$ cat src/rtl/mult_16_seq_pkg.sv
// Shared constants and state encoding for the sequential shift-add multiplier.
package mult_16_seq_pkg;

    localparam int unsigned WORD_W   = 16;
    localparam int unsigned MUL_ITER = 16;
    localparam int unsigned CNT_W    = $clog2(MUL_ITER);

    typedef enum logic [1:0] {
        MUL_IDLE = 2'b00,
        MUL_RUN  = 2'b01,
        MUL_DONE = 2'b10
    } mul_state_e;

endpackage

$ cat src/rtl/add_16.sv
// 16-bit ripple-carry adder built from chained full-adder cells.
module add_16
    import mult_16_seq_pkg::*;
(
    input  logic [WORD_W-1:0] i_a,
    input  logic [WORD_W-1:0] i_b,
    input  logic              i_c_in,
    output logic [WORD_W-1:0] o_s,
    output logic              o_c_out
);

    logic [WORD_W:0] w_carry;

    assign w_carry[0] = i_c_in;

    for (genvar g = 0; g < WORD_W; g++) begin : g_bit
        fa u_fa (
            .i_a (i_a[g]),
            .i_b (i_b[g]),
            .i_c (w_carry[g]),
            .o_s (o_s[g]),
            .o_c (w_carry[g+1])
        );
    end

    assign o_c_out = w_carry[WORD_W];

endmodule

$ cat src/rtl/fa.sv
// Single-bit full adder cell; the building block of the ripple-carry adder.
module fa (
    input  logic i_a,
    input  logic i_b,
    input  logic i_c,
    output logic o_s,
    output logic o_c
);

    logic w_p;

    assign w_p = i_a ^ i_b;
    assign o_s = w_p ^ i_c;
    assign o_c = (i_a & i_b) | (i_c & w_p);

endmodule

$ cat src/rtl/mult_16_seq.sv
// Unsigned 16x16 shift-add multiplier: one add_16 pass per clock, 16 iterations
// per product, result held in {HI, LO} until the next accepted start.
module mult_16_seq
    import mult_16_seq_pkg::*;
(
    input  logic                i_clk,
    input  logic                i_rst_n,
    input  logic                i_start,
    input  logic [WORD_W-1:0]   i_a,
    input  logic [WORD_W-1:0]   i_b,
    output logic                o_busy,
    output logic                o_done,
    output logic [2*WORD_W-1:0] o_p
);

    localparam logic [CNT_W-1:0] CNT_LAST = CNT_W'(MUL_ITER - 1);

    mul_state_e        r_state;
    mul_state_e        w_state_next;
    logic [WORD_W-1:0] r_m;
    logic [WORD_W-1:0] r_hi;
    logic [WORD_W-1:0] r_lo;
    logic [CNT_W-1:0]  r_cnt;

    logic              w_accept;
    logic              w_iter;
    logic [WORD_W-1:0] w_addend;
    logic [WORD_W-1:0] w_sum;
    logic              w_carry;

    // start is only honoured outside RUN
    assign w_accept = i_start && (r_state == MUL_IDLE || r_state == MUL_DONE);
    assign w_iter   = (r_state == MUL_RUN);
    assign w_addend = r_lo[0] ? r_m : '0;

    add_16 u_add (
        .i_a     (r_hi),
        .i_b     (w_addend),
        .i_c_in  (1'b0),
        .o_s     (w_sum),
        .o_c_out (w_carry)
    );

    always_ff @(posedge i_clk or negedge i_rst_n) begin
        if (!i_rst_n) begin
            r_state <= MUL_IDLE;
        end else begin
            r_state <= w_state_next;
        end
    end

    always_comb begin
        w_state_next = r_state;
        case (r_state)
            MUL_IDLE: if (i_start) w_state_next = MUL_RUN;
            MUL_RUN:  if (r_cnt == CNT_LAST) w_state_next = MUL_DONE;
            MUL_DONE: w_state_next = i_start ? MUL_RUN : MUL_IDLE;
            default:  w_state_next = MUL_IDLE;
        endcase
    end

    always_comb begin
        o_busy = (r_state == MUL_RUN);
        o_done = (r_state == MUL_DONE);
        o_p    = {r_hi, r_lo};
    end

    always_ff @(posedge i_clk or negedge i_rst_n) begin
        if (!i_rst_n) begin
            r_m   <= '0;
            r_hi  <= '0;
            r_lo  <= '0;
            r_cnt <= '0;
        end else if (w_accept) begin
            r_m   <= i_a;
            r_hi  <= '0;
            r_lo  <= i_b;
            r_cnt <= '0;
        end else if (w_iter) begin
            // 33-bit {carry, sum, lo} shifted right by one; carry lands in HI msb
            r_hi  <= {w_carry, w_sum[WORD_W-1:1]};
            r_lo  <= {w_sum[0], r_lo[WORD_W-1:1]};
            r_cnt <= r_cnt + 1'b1;
        end
    end

endmodule

$ cat config.mk
export PLATFORM = sky130hd
export DESIGN_NAME = mult_16_seq
export DESIGN_NICKNAME = d
export VERILOG_FILES = /design/src/rtl/mult_16_seq_pkg.sv /design/src/rtl/add_16.sv /design/src/rtl/fa.sv /design/src/rtl/mult_16_seq.sv
export SDC_FILE = /design/constraint.sdc
export NUM_CORES = 1
export LEC_CHECK = 0
export ABC_AREA = 0
export BUFFER_PORTS_ARGS = -buffer_cell sky130_fd_sc_hd__buf_2
export CAP_MARGIN = 20
export CORE_UTILIZATION = 30
export CTS_BUF_LIST = sky130_fd_sc_hd__clkbuf_8
export CTS_CLUSTER_SIZE = 30
export DETAILED_ROUTE_END_ITERATION = 6
export GPL_ROUTABILITY_DRIVEN = 1
export PLACE_DENSITY_LB_ADDON = 0.15
export SYNTH_ARGS = -nofsm -noshare
export SYNTH_HDL_FRONTEND = slang
export SYNTH_SLANG_ARGS = --single-unit
$ cat constraint.sdc
create_clock -name i_clk -period 7.3 [get_ports i_clk]
set_clock_uncertainty 0.1 [all_clocks]
set_input_delay 1.46 -clock i_clk [delete_from_list [all_inputs] [get_ports i_clk]]
set_output_delay 1.46 -clock i_clk [all_outputs]
set_load 0.01 [all_outputs]
==> run metrics, run 1 <==
worst min path class flip-flop to flip-flop; GP Congestion 0.689; Slew Viols, Final 0; dpl hpwl 3950 um; Worst Hold Path EP r_cnt[3]$_DFFE_PN0P_; initial antenna violation count 0; TritonCTS clock tree built; Final Net Count 376; Max VDD drop 0.118 mV; CTS buffer count 5; Lkg Pwr 1.57 nW; Seq/Total Area, Yosys 0.477; RSZ-0062 raised after global routing no; PD cells 461 nW/um2; CP startpoint kind flip-flop; largest net degree at the start of global routing 55; WP data arrival 7.01 ns; number of synthesized flops with an enable pin 0; WL final 5920 um; ys async rst share 1.00; Pwr Total 1.49 mW; die width 99.1 um; FF-to-FF End r_hi[14]$_DFFE_PN0P_; fillers 981; 1st-iter DRT viols 53; routed length per instance 13.6 um; Fin Setup TNS 0 ns; Die Y 99.1 um; Starting Density 0.308; first-pass GRT wire length 9990 um; worst hold path depth 1; total clock sinks 54; io pins 69; area of the mapped netlist 2830 um2; grt ovf 0; number of port buffers 68; YS warnings 0; HP Start r_cnt[3]$_DFFE_PN0P_; Fin. Hold Viols 0; Mapped Cells 278; Crit Reg-Reg Startpoint r_lo[0]$_DFFE_PN0P_; fmax 144 MHz; Worst Path Max Fanout 3; syn_area_per_cell 10.2 um2; max_slew headroom 0.361; outcome finished clean; DR vias/cell 4.48; fin crit share 0.950; GRT Total Usage 0.132; Max Cap Viol 0; CTS root buf clkbuf_8; vias in the first global route 2023; diodes inserted 0; Clock Pin Slew Worst Setup and Hold Paths 0.10 ns; Critical Path End Type flip-flop; Area Overhead vs Synth 14.0%; Worst Max-Slew Pin Slew 0.958 ns; Max Root-Sink Buffers 2; WP data required 7.37 ns; die area 9830 um2; DRT Pass-1 Iters 4; clk_lat worst skew 0.31 ns; layout cells sized above 1 0.298; site row count 35; Worst R2R Setup Slack 0.36 ns; FF-to-FF path depth 21; Post-synth top flop dfrtp_1; Synth cell types 31; final setup vio count 0; H-tree depth 2; Setup CP Type flip-flop to flip-flop; Synth Net Count 330; fin crit period 6.94 ns; core area 9200 um2; DR vias 1953; #FFs+latches synth 54; DRC errors left 0; Routed Antenna Nets 0
sequential cells by signal, indices dropped and copies added (netlist names):
name and count:
r_m 16, r_state 2, r_hi 16, r_lo 16, r_cnt 4
worst max-delay path: stages (launching register included):
cell and delay [ns]:
dfrtp_1 0.37, and2_1 0.13, ha_1 0.16, fa_1 0.17, inv_1 0.05, fa_1 0.41, fa_1 0.42, fa_1 0.42
fa_1 0.42, fa_1 0.43, fa_2 0.38, fa_2 0.37, fa_1 0.42, fa_1 0.44, fa_1 0.43, fa_1 0.43
fa_1 0.39, inv_1 0.08, fa_1 0.16, inv_1 0.05, fa_1 0.51, o2bb2ai_2 0.05
cell type report:
cell class                 instances  area [um2]  share of cell area
tap                              111         139              0.0431
sequential                        54        1350               0.419
clock buffer                       8         110              0.0341
inverter                          17        71.3              0.0221
timing repair buffer              72         370               0.115
multi-input combinational        174        1180               0.367
placed cells by master (no fill, tap or decap):
cell       synthesis  final
a22o_1             3      3
a22oi_1            3      3
a31oi_1           12     12
and2_1             4      4
and3_1             1      1
buf_2              9     68
buf_4             18      4
clkbuf_8           0      8
dfrtp_1           54     54
fa_1              15     13
fa_2               0      2
ha_1               2      2
inv_1             16     16
inv_8              1      1
mux2i_1            1      1
nand2_1           89     89
nand2b_2           0      2
nand3_1            4      4
nand3b_1           1      1
nand4_1            1      1
nor2_1            14     14
nor2_8             1      1
nor2b_1            2      1
nor2b_2            0      1
nor3_1             1      1
o21ai_0            1      1
o21ai_1            1      1
o22ai_1            1      1
o2bb2ai_1          4      4
o2bb2ai_2         10     10
xor2_1             1      1
cell usage after synthesis (2+ instances only):
library cell  number  area (um2)
dfrtp_1           54        1350
buf_2              9        45.0
ha_1               2        25.0
clkbuf_1           2        7.51
o2bb2ai_2         10         150
nand2b_1           2        12.5
buf_6              3        33.8
fa_1              15         300
o2bb2ai_1          4        35.0
nor2b_1            2        12.5
and2_1             4        25.0
a22o_1             3        26.3
a22oi_1            3        22.5
inv_1             16        60.1
nand2_1           89         334
a31oi_1           12        75.1
nand3_1            4        20.0
buf_4             18         135
nor2_1            14        52.6
repair_timing:
action / CTS / global route
gates resized for setup: 0 / 2
setup endpoints to repair: 0 / 2
buffers inserted: 0 / 1
hold buffers: 0 / 0
worst max path at each step:
stage	from	to	slack (ns)	cells after the start
6_report	r_lo[0]$_DFFE_PN0P_	r_hi[14]$_DFFE_PN0P_	0.36	21
3_3_place_gp	r_lo[0]$_DFFE_PN0P_	r_hi[14]$_DFFE_PN0P_	0.24	21
4_1_cts	r_lo[0]$_DFFE_PN0P_	r_hi[14]$_DFFE_PN0P_	0.12	21
2_1_floorplan	r_lo[0]$_DFFE_PN0P_	r_hi[14]$_DFFE_PN0P_	0.16	22
5_1_grt	r_lo[0]$_DFFE_PN0P_	r_hi[14]$_DFFE_PN0P_	0.02	21
3_5_place_dp	r_lo[0]$_DFFE_PN0P_	r_hi[14]$_DFFE_PN0P_	0.12	21
routing by layer:
layer,global-route usage,share of wire,up-vias
li1,-,-,963
met3,0.0365,0.039,4
met5,0,0,-
met1,0.171,0.48,946
met2,0.218,0.47,40
met4,0.0339,0.0076,0
through the flow:
| step | utilization | cells | instance area (um2) | hold slack (ns) | setup slack (ns) |
|---|---|---|---|---|---|
| CTS | 0.349 | 435 | 3210 | 0.376 | 0.120 |
| detailed placement | 0.337 | 427 | 3100 | 0.361 | 0.121 |
| floorplan | - | 278 | 2830 | 0.338 | 0.162 |
| finish | 0.351 | 436 | 3230 | 0.373 | 0.363 |
| global route | 0.351 | 436 | 3230 | 0.388 | 0.0194 |
| global placement | 0.337 | 427 | 3100 | 0.354 | 0.235 |
power breakdown:
group / internal [mW] / switching [mW]
Combinational: 0.311 / 0.419
Sequential: 0.453 / 0.108
Clock: 0.0961 / 0.0998
logic make-up (layout without fill, tap and decap cells):
kind of cell	after synthesis	count (layout)	synth area share
AOI/OAI and AO/OA	35	35	0.115
xor gates and xnor gates	1	1	0.00310
adders and majority gates	17	17	0.115
buffers and inverters	50	97	0.109
DFF	54	54	0.477
muxes	1	1	0.00354
and+or+nand+nor	120	120	0.177
Power figures use the tool's default switching activity.
==> inputs of run 2 (changes only) <==
CORE_MARGIN = 10   (was not set)
==> run 2 against run 1 <==
Net effect: register-to-register slack hardly changed; total power is 0.80% lower; global-route usage shrank 3.3 points.
==> run metrics, run 2 (synthesis results as in run 1) <==
outcome finished clean (unchanged); die width 117 um (was 99.1 um); DR vias 1944 (was 1953); clk_lat worst skew 0.30 ns (was 0.31 ns); CTS hold repair buffers 0 (unchanged); Clock Pin Slew Worst Setup and Hold Paths 0.10 ns (about the same); vias in the first global route 2064 (was 2023); most frequent cells in the layout nand2_1 (89), buf_2 (68), dfrtp_1 (54) (unchanged); Routed Antenna Nets 0 (unchanged); DRC errors left 0 (unchanged); WL final 6520 um (was 5920 um); max_slew headroom 0.348 (was 0.361); Worst Max-Slew Pin Slew 0.978 ns (was 0.958 ns); FF-to-FF path depth 21 (unchanged); Reg area 1350 um2 (unchanged); family with the most delay on the worst path adder cells (unchanged); total clock sinks 54 (unchanged); Die Y 117 um (was 99.1 um); Setup CP Type flip-flop to flip-flop (unchanged); Worst R2R Setup Slack 0.37 ns (was 0.36 ns); routed length per instance 15.0 um (was 13.6 um); site row count 35 (unchanged); worst min path class flip-flop to flip-flop (unchanged); io pins 69 (unchanged); fin crit share 0.949 (was 0.950); WP data arrival 7.00 ns (was 7.01 ns); Final Net Count 376 (unchanged); GP Congestion 0.695 (was 0.689); number of port buffers 68 (unchanged); dpl hpwl 4450 um (was 3950 um); Max Cap Viol 0 (unchanged); fillers 977 (was 981); DR vias/cell 4.46 (was 4.48); die area 13700 um2 (was 9830 um2); largest net degree at the start of global routing 55 (unchanged); fin crit period 6.93 ns (was 6.94 ns); Critical Path End Type flip-flop (unchanged); CP startpoint kind flip-flop (unchanged); first-pass GRT wire length 10700 um (was 9990 um); critical path's most frequent cell fa_1 (unchanged); diodes inserted 0 (unchanged); CP bufs+invs 3 (unchanged); Lkg Pwr 1.56 nW (was 1.57 nW); CP peak stage delay 0.51 ns (about the same); Area Overhead vs Synth 13.3% (was 14.0%); PD cells 460 nW/um2 (was 461 nW/um2); CTS buffer count 5 (unchanged); Pwr Total 1.47 mW (was 1.49 mW); largest registers r_hi (16), r_lo (16), r_m (16) (unchanged); Worst Path Max Fanout 3 (unchanged); GRT Total Usage 0.0988 (was 0.132); Max VDD drop 0.142 mV (was 0.118 mV); Multi-input gate area 1180 um2 (unchanged); grt ovf 0 (unchanged); setup ws final 0.371 ns (was 0.363 ns); Fin. Hold Viols 0 (unchanged); Fin Setup TNS 0 ns (unchanged); CP max stage cell fa_1 (unchanged); RSZ-0062 raised after global routing no (unchanged); worst-path cell chain and2_1 -> ha_1 -> fa_1 -> inv_1 -> fa_1 -> fa_1 -> fa_1 -> fa_2 -> fa_2 -> fa_1 -> fa_1 -> fa_1 -> fa_1 -> fa_1 -> fa_1 -> fa_1 -> inv_1 -> fa_1 -> inv_1 -> fa_1 -> o2bb2ai_2 (was and2_1 -> ha_1 -> fa_1 -> inv_1 -> fa_1 -> fa_1 -> fa_1 -> fa_1 -> fa_1 -> fa_2 -> fa_2 -> fa_1 -> fa_1 -> fa_1 -> fa_1 -> fa_1 -> inv_1 -> fa_1 -> inv_1 -> fa_1 -> o2bb2ai_2); Max Root-Sink Buffers 2 (unchanged); initial antenna violation count 0 (unchanged); Crit Reg-Reg Startpoint r_lo[0]$_DFFE_PN0P_ (unchanged); TritonCTS clock tree built (unchanged); FF-to-FF End r_hi[14]$_DFFE_PN0P_ (unchanged); WP data required 7.37 ns (about the same); dpl ws 0.179 ns (was 0.121 ns); H-tree depth 2 (unchanged); final setup vio count 0 (unchanged); HP Start r_cnt[3]$_DFFE_PN0P_ (unchanged); 1st-iter DRT viols 109 (was 53); core area 9200 um2 (unchanged); CTS root buf clkbuf_8 (unchanged); layout cells sized above 1 0.295 (was 0.298); Slew Viols, Final 0 (unchanged); Worst Hold Path EP r_cnt[3]$_DFFE_PN0P_ (unchanged); DRT Pass-1 Iters 4 (unchanged); fmax 144 MHz (about the same); commonest non-fill, non-tap cell in the layout nand2_1 (unchanged); Starting Density 0.308 (unchanged); worst hold path depth 1 (unchanged)
-- run 2: cell count changes in the layout (fill, tap and decap cells not counted), sizes merged --
cell,previous run,this run
inv,17,18
clkbuf,8,6
clkinv,0,1
-- run 2: routing by layer --
metal | up-vias | GRT usage | wire length (um)
li1 | 963 | - | -
met1 | 933 | 0.120 | 3030
met2 | 42 | 0.166 | 3080
met3 | 6 | 0.0280 | 343
met4 | 0 | 0.0272 | 72
met5 | - | 0 | 0
-- run 2: what timing repair did --
item / 4_1_cts / 5_1_grt
setup endpoints to repair: 0 / 2
setup buffers: 0 / 1
resized for setup: 0 / 2
-- run 2: cell type report --
type,instances,area share
Inverter,17,0.0222
Sequential cell,54,0.421
Clock inverter,2,0.00273
Tap cell,111,0.0433
Multi-Input combinational cell,174,0.369
Timing Repair Buffer,72,0.115
Clock buffer,6,0.0258
-- run 2: metrics by stage --
step	hold WS [ns]	instance area, um2	utilization	std cells
detailed placement	0.360	3100	0.337	427
global placement	0.355	3100	0.337	427
CTS	0.374	3190	0.347	435
global route	0.423	3210	0.349	436
floorplan	0.338	2830	-	278
finish	0.378	3210	0.349	436
-- run 2: worst max path at each step --
| stage | startpoint | endpoint | slack, ns | cells past startpoint |
|---|---|---|---|---|
| after floorplan | r_lo[0]$_DFFE_PN0P_ | r_hi[14]$_DFFE_PN0P_ | 0.16 | 22 |
| after global placement | r_lo[0]$_DFFE_PN0P_ | r_hi[14]$_DFFE_PN0P_ | 0.24 | 21 |
| after detailed placement | r_lo[0]$_DFFE_PN0P_ | r_hi[14]$_DFFE_PN0P_ | 0.18 | 21 |
| after CTS | r_lo[0]$_DFFE_PN0P_ | r_hi[14]$_DFFE_PN0P_ | 0.16 | 21 |
| after global routing | r_lo[0]$_DFFE_PN0P_ | r_hi[14]$_DFFE_PN0P_ | 0.04 | 21 |
| final | r_lo[0]$_DFFE_PN0P_ | r_hi[14]$_DFFE_PN0P_ | 0.37 | 21 |
-- run 2: report_power, final --
| part | internal (mW) | leakage, nW | total (mW) | switching (mW) |
|---|---|---|---|---|
| clock network | 0.0755 | 0.0524 | 0.175 | 0.0993 |
| logic | 0.313 | 0.848 | 0.739 | 0.426 |
| registers | 0.453 | 0.660 | 0.561 | 0.108 |
| total | 0.841 | 1.56 | 1.47 | 0.634 |
==> inputs of run 3 (changes only) <==
--- a/config.mk
+++ b/config.mk
@@ -16,2 +16,3 @@
 export GPL_ROUTABILITY_DRIVEN = 1
+export MAX_ROUTING_LAYER = met4
 export PLACE_DENSITY_LB_ADDON = 0.15
==> constraint.sdc (replaced) <==
create_clock -name i_clk -period 7.3 [get_ports i_clk]
set_clock_uncertainty 0.1 [all_clocks]
set_input_delay 0.73 -clock i_clk [delete_from_list [all_inputs] [get_ports i_clk]]
set_output_delay 0.73 -clock i_clk [all_outputs]
set_load 0.01 [all_outputs]
==> run 3 against run 2 <==
Net effect: final cell count stayed put; sequential share of layout area is the same; global-route usage increased by 0.28 points; clock power about the same; largest cell class unchanged.
==> run metrics, run 3 (synthesis results as in run 1) <==
outcome finished clean (unchanged); Critical Path End Type flip-flop (unchanged); Slew Viols, Final 0 (unchanged); Die Y 117 um (unchanged); CTS root buf clkbuf_8 (unchanged); Crit Reg-Reg Startpoint r_lo[0]$_DFFE_PN0P_ (unchanged); Comb pwr share 0.501 (about the same); CTS hold repair buffers 0 (unchanged); power share of the sequential group 0.380 (about the same); TritonCTS clock tree built (unchanged); dpl hpwl 4450 um (unchanged); fmax 144 MHz (unchanged); diodes inserted 0 (unchanged); WP data arrival 7.00 ns (about the same); fin crit period 6.93 ns (about the same); largest net degree at the start of global routing 55 (unchanged); most frequent cells in the layout nand2_1 (89), buf_2 (68), dfrtp_1 (54) (unchanged); largest registers r_hi (16), r_lo (16), r_m (16) (unchanged); Max Cap Viol 0 (unchanged); WP data required 7.37 ns (about the same); Lkg Pwr 1.56 nW (unchanged); DRC errors left 0 (unchanged); final core occ 0.349 (unchanged); Setup CP Type flip-flop to flip-flop (unchanged); Worst R2R Setup Slack 0.37 ns (about the same); H-tree depth 2 (unchanged); grt ovf 0 (unchanged); Worst Hold Path EP r_cnt[3]$_DFFE_PN0P_ (unchanged); clk_lat worst skew 0.30 ns (about the same); final setup vio count 0 (unchanged); crit path from r_lo[0]$_DFFE_PN0P_ (unchanged); DRT Pass-1 Iters 4 (unchanged); Worst Path Max Fanout 3 (unchanged); FF-to-FF End r_hi[14]$_DFFE_PN0P_ (unchanged); Fin. Hold Viols 0 (unchanged); Clk pwr share 0.118 (was 0.119); GP Congestion 0.703 (was 0.695); switching share of total power 0.429 (was 0.430); core area 9200 um2 (unchanged); fillers 977 (unchanged); Fin Setup TNS 0 ns (unchanged); vias in the first global route 2063 (was 2064); Max Root-Sink Buffers 2 (unchanged); GRT Total Usage 0.102 (was 0.0988); CP startpoint kind flip-flop (unchanged); Final Net Count 376 (unchanged); PD cells 460 nW/um2 (about the same); site row count 35 (unchanged); die width 117 um (unchanged); fin crit share 0.949 (about the same); die area 13700 um2 (unchanged); commonest non-fill, non-tap cell in the layout nand2_1 (unchanged); first-pass GRT wire length 10700 um (about the same); Pint 841 uW (about the same); io pins 69 (unchanged); NetSw 633 uW (was 634 uW); Routed Antenna Nets 0 (unchanged); layout cells sized above 1 0.295 (unchanged); FF-to-FF path depth 21 (unchanged); routed length per instance 15.0 um (about the same); DR vias/cell 4.46 (about the same); DR vias 1943 (was 1944); worst hold path depth 1 (unchanged); max_slew headroom 0.348 (about the same); 1st-iter DRT viols 104 (was 109); HP Start r_cnt[3]$_DFFE_PN0P_ (unchanged); CTS buffer count 5 (unchanged); worst min path class flip-flop to flip-flop (unchanged); number of port buffers 68 (unchanged); total clock sinks 54 (unchanged); Clock Pin Slew Worst Setup and Hold Paths 0.10 ns (about the same); Max VDD drop 0.142 mV (about the same); Area Overhead vs Synth 13.3% (unchanged); Starting Density 0.308 (unchanged); initial antenna violation count 0 (unchanged); RSZ-0062 raised after global routing no (unchanged); Worst Max-Slew Pin Slew 0.978 ns (about the same); WL final 6520 um (about the same)
[run 3: cell counts in the layout (fill, tap and decap cells not counted)]
Identical to the previous run, type by type.
[run 3: area by class of cell]
cell class                 count  area (um2)  area share
timing repair buffer          72         370       0.115
clock buffer                   6        82.6      0.0258
multi-input combinational    174        1180       0.369
sequential                    54        1350       0.421
tap                          111         139      0.0433
inverter                      17        71.3      0.0222
clock inverter                 2        8.76     0.00273
[run 3: worst max path at each step]
stage	to	slack [ns]	cells after the start
floorplan	r_hi[14]$_DFFE_PN0P_	0.16	22
global placement	r_hi[14]$_DFFE_PN0P_	0.24	21
detailed placement	r_hi[14]$_DFFE_PN0P_	0.18	21
CTS	r_hi[14]$_DFFE_PN0P_	0.16	21
global route	r_hi[14]$_DFFE_PN0P_	0.04	21
finish	r_hi[14]$_DFFE_PN0P_	0.37	21
[run 3: through the flow]
stage / total power [mW] / worst slack, ns / instance area, um2 / hold WS (ns) / instances
final: 1.47 / 0.371 / 3210 / 0.378 / 436
after floorplan: 1.16 / 0.162 / 2830 / 0.334 / 278
after detailed placement: 1.32 / 0.179 / 3100 / 0.360 / 427
after CTS: 1.51 / 0.163 / 3190 / 0.374 / 435
after global placement: 1.32 / 0.238 / 3100 / 0.355 / 427
after global routing: 1.65 / 0.0416 / 3210 / 0.424 / 436
[run 3: worst max-delay path, stage by stage (launching register included)]
cell and delay (ns):
dfrtp_1 0.37, and2_1 0.13, ha_1 0.17, fa_1 0.16
inv_1 0.05, fa_1 0.41, fa_1 0.43, fa_1 0.43
fa_2 0.38, fa_2 0.37, fa_1 0.42, fa_1 0.42
fa_1 0.43, fa_1 0.43, fa_1 0.43, fa_1 0.42
fa_1 0.40, inv_1 0.08, fa_1 0.16, inv_1 0.05
fa_1 0.51, o2bb2ai_2 0.05
[run 3: metal layers]
| metal | GRT usage | vias up | wire length, um |
|---|---|---|---|
| li1 | - | 963 | - |
| met1 | 0.123 | 932 | 3080 |
| met2 | 0.166 | 42 | 3080 |
| met3 | 0.0245 | 6 | 288 |
| met4 | 0.0272 | 0 | 73 |
| met5 | - | - | 0 |
[run 3: power groups by stage]
stage / Clock [mW] / Combinational (mW) / Sequential [mW]
2_1_floorplan: 0 / 0.601 / 0.564
3_3_place_gp: 0 / 0.754 / 0.569
3_5_place_dp: 0 / 0.755 / 0.568
4_1_cts: 0.182 / 0.762 / 0.563
5_1_grt: 0.197 / 0.862 / 0.587
6_report: 0.174 / 0.739 / 0.561
[run 3: timing repair]
action | 4_1_cts | 5_1_grt
setup endpoints to repair | 0 | 2
resized for setup | 0 | 2
setup buffers | 0 | 1
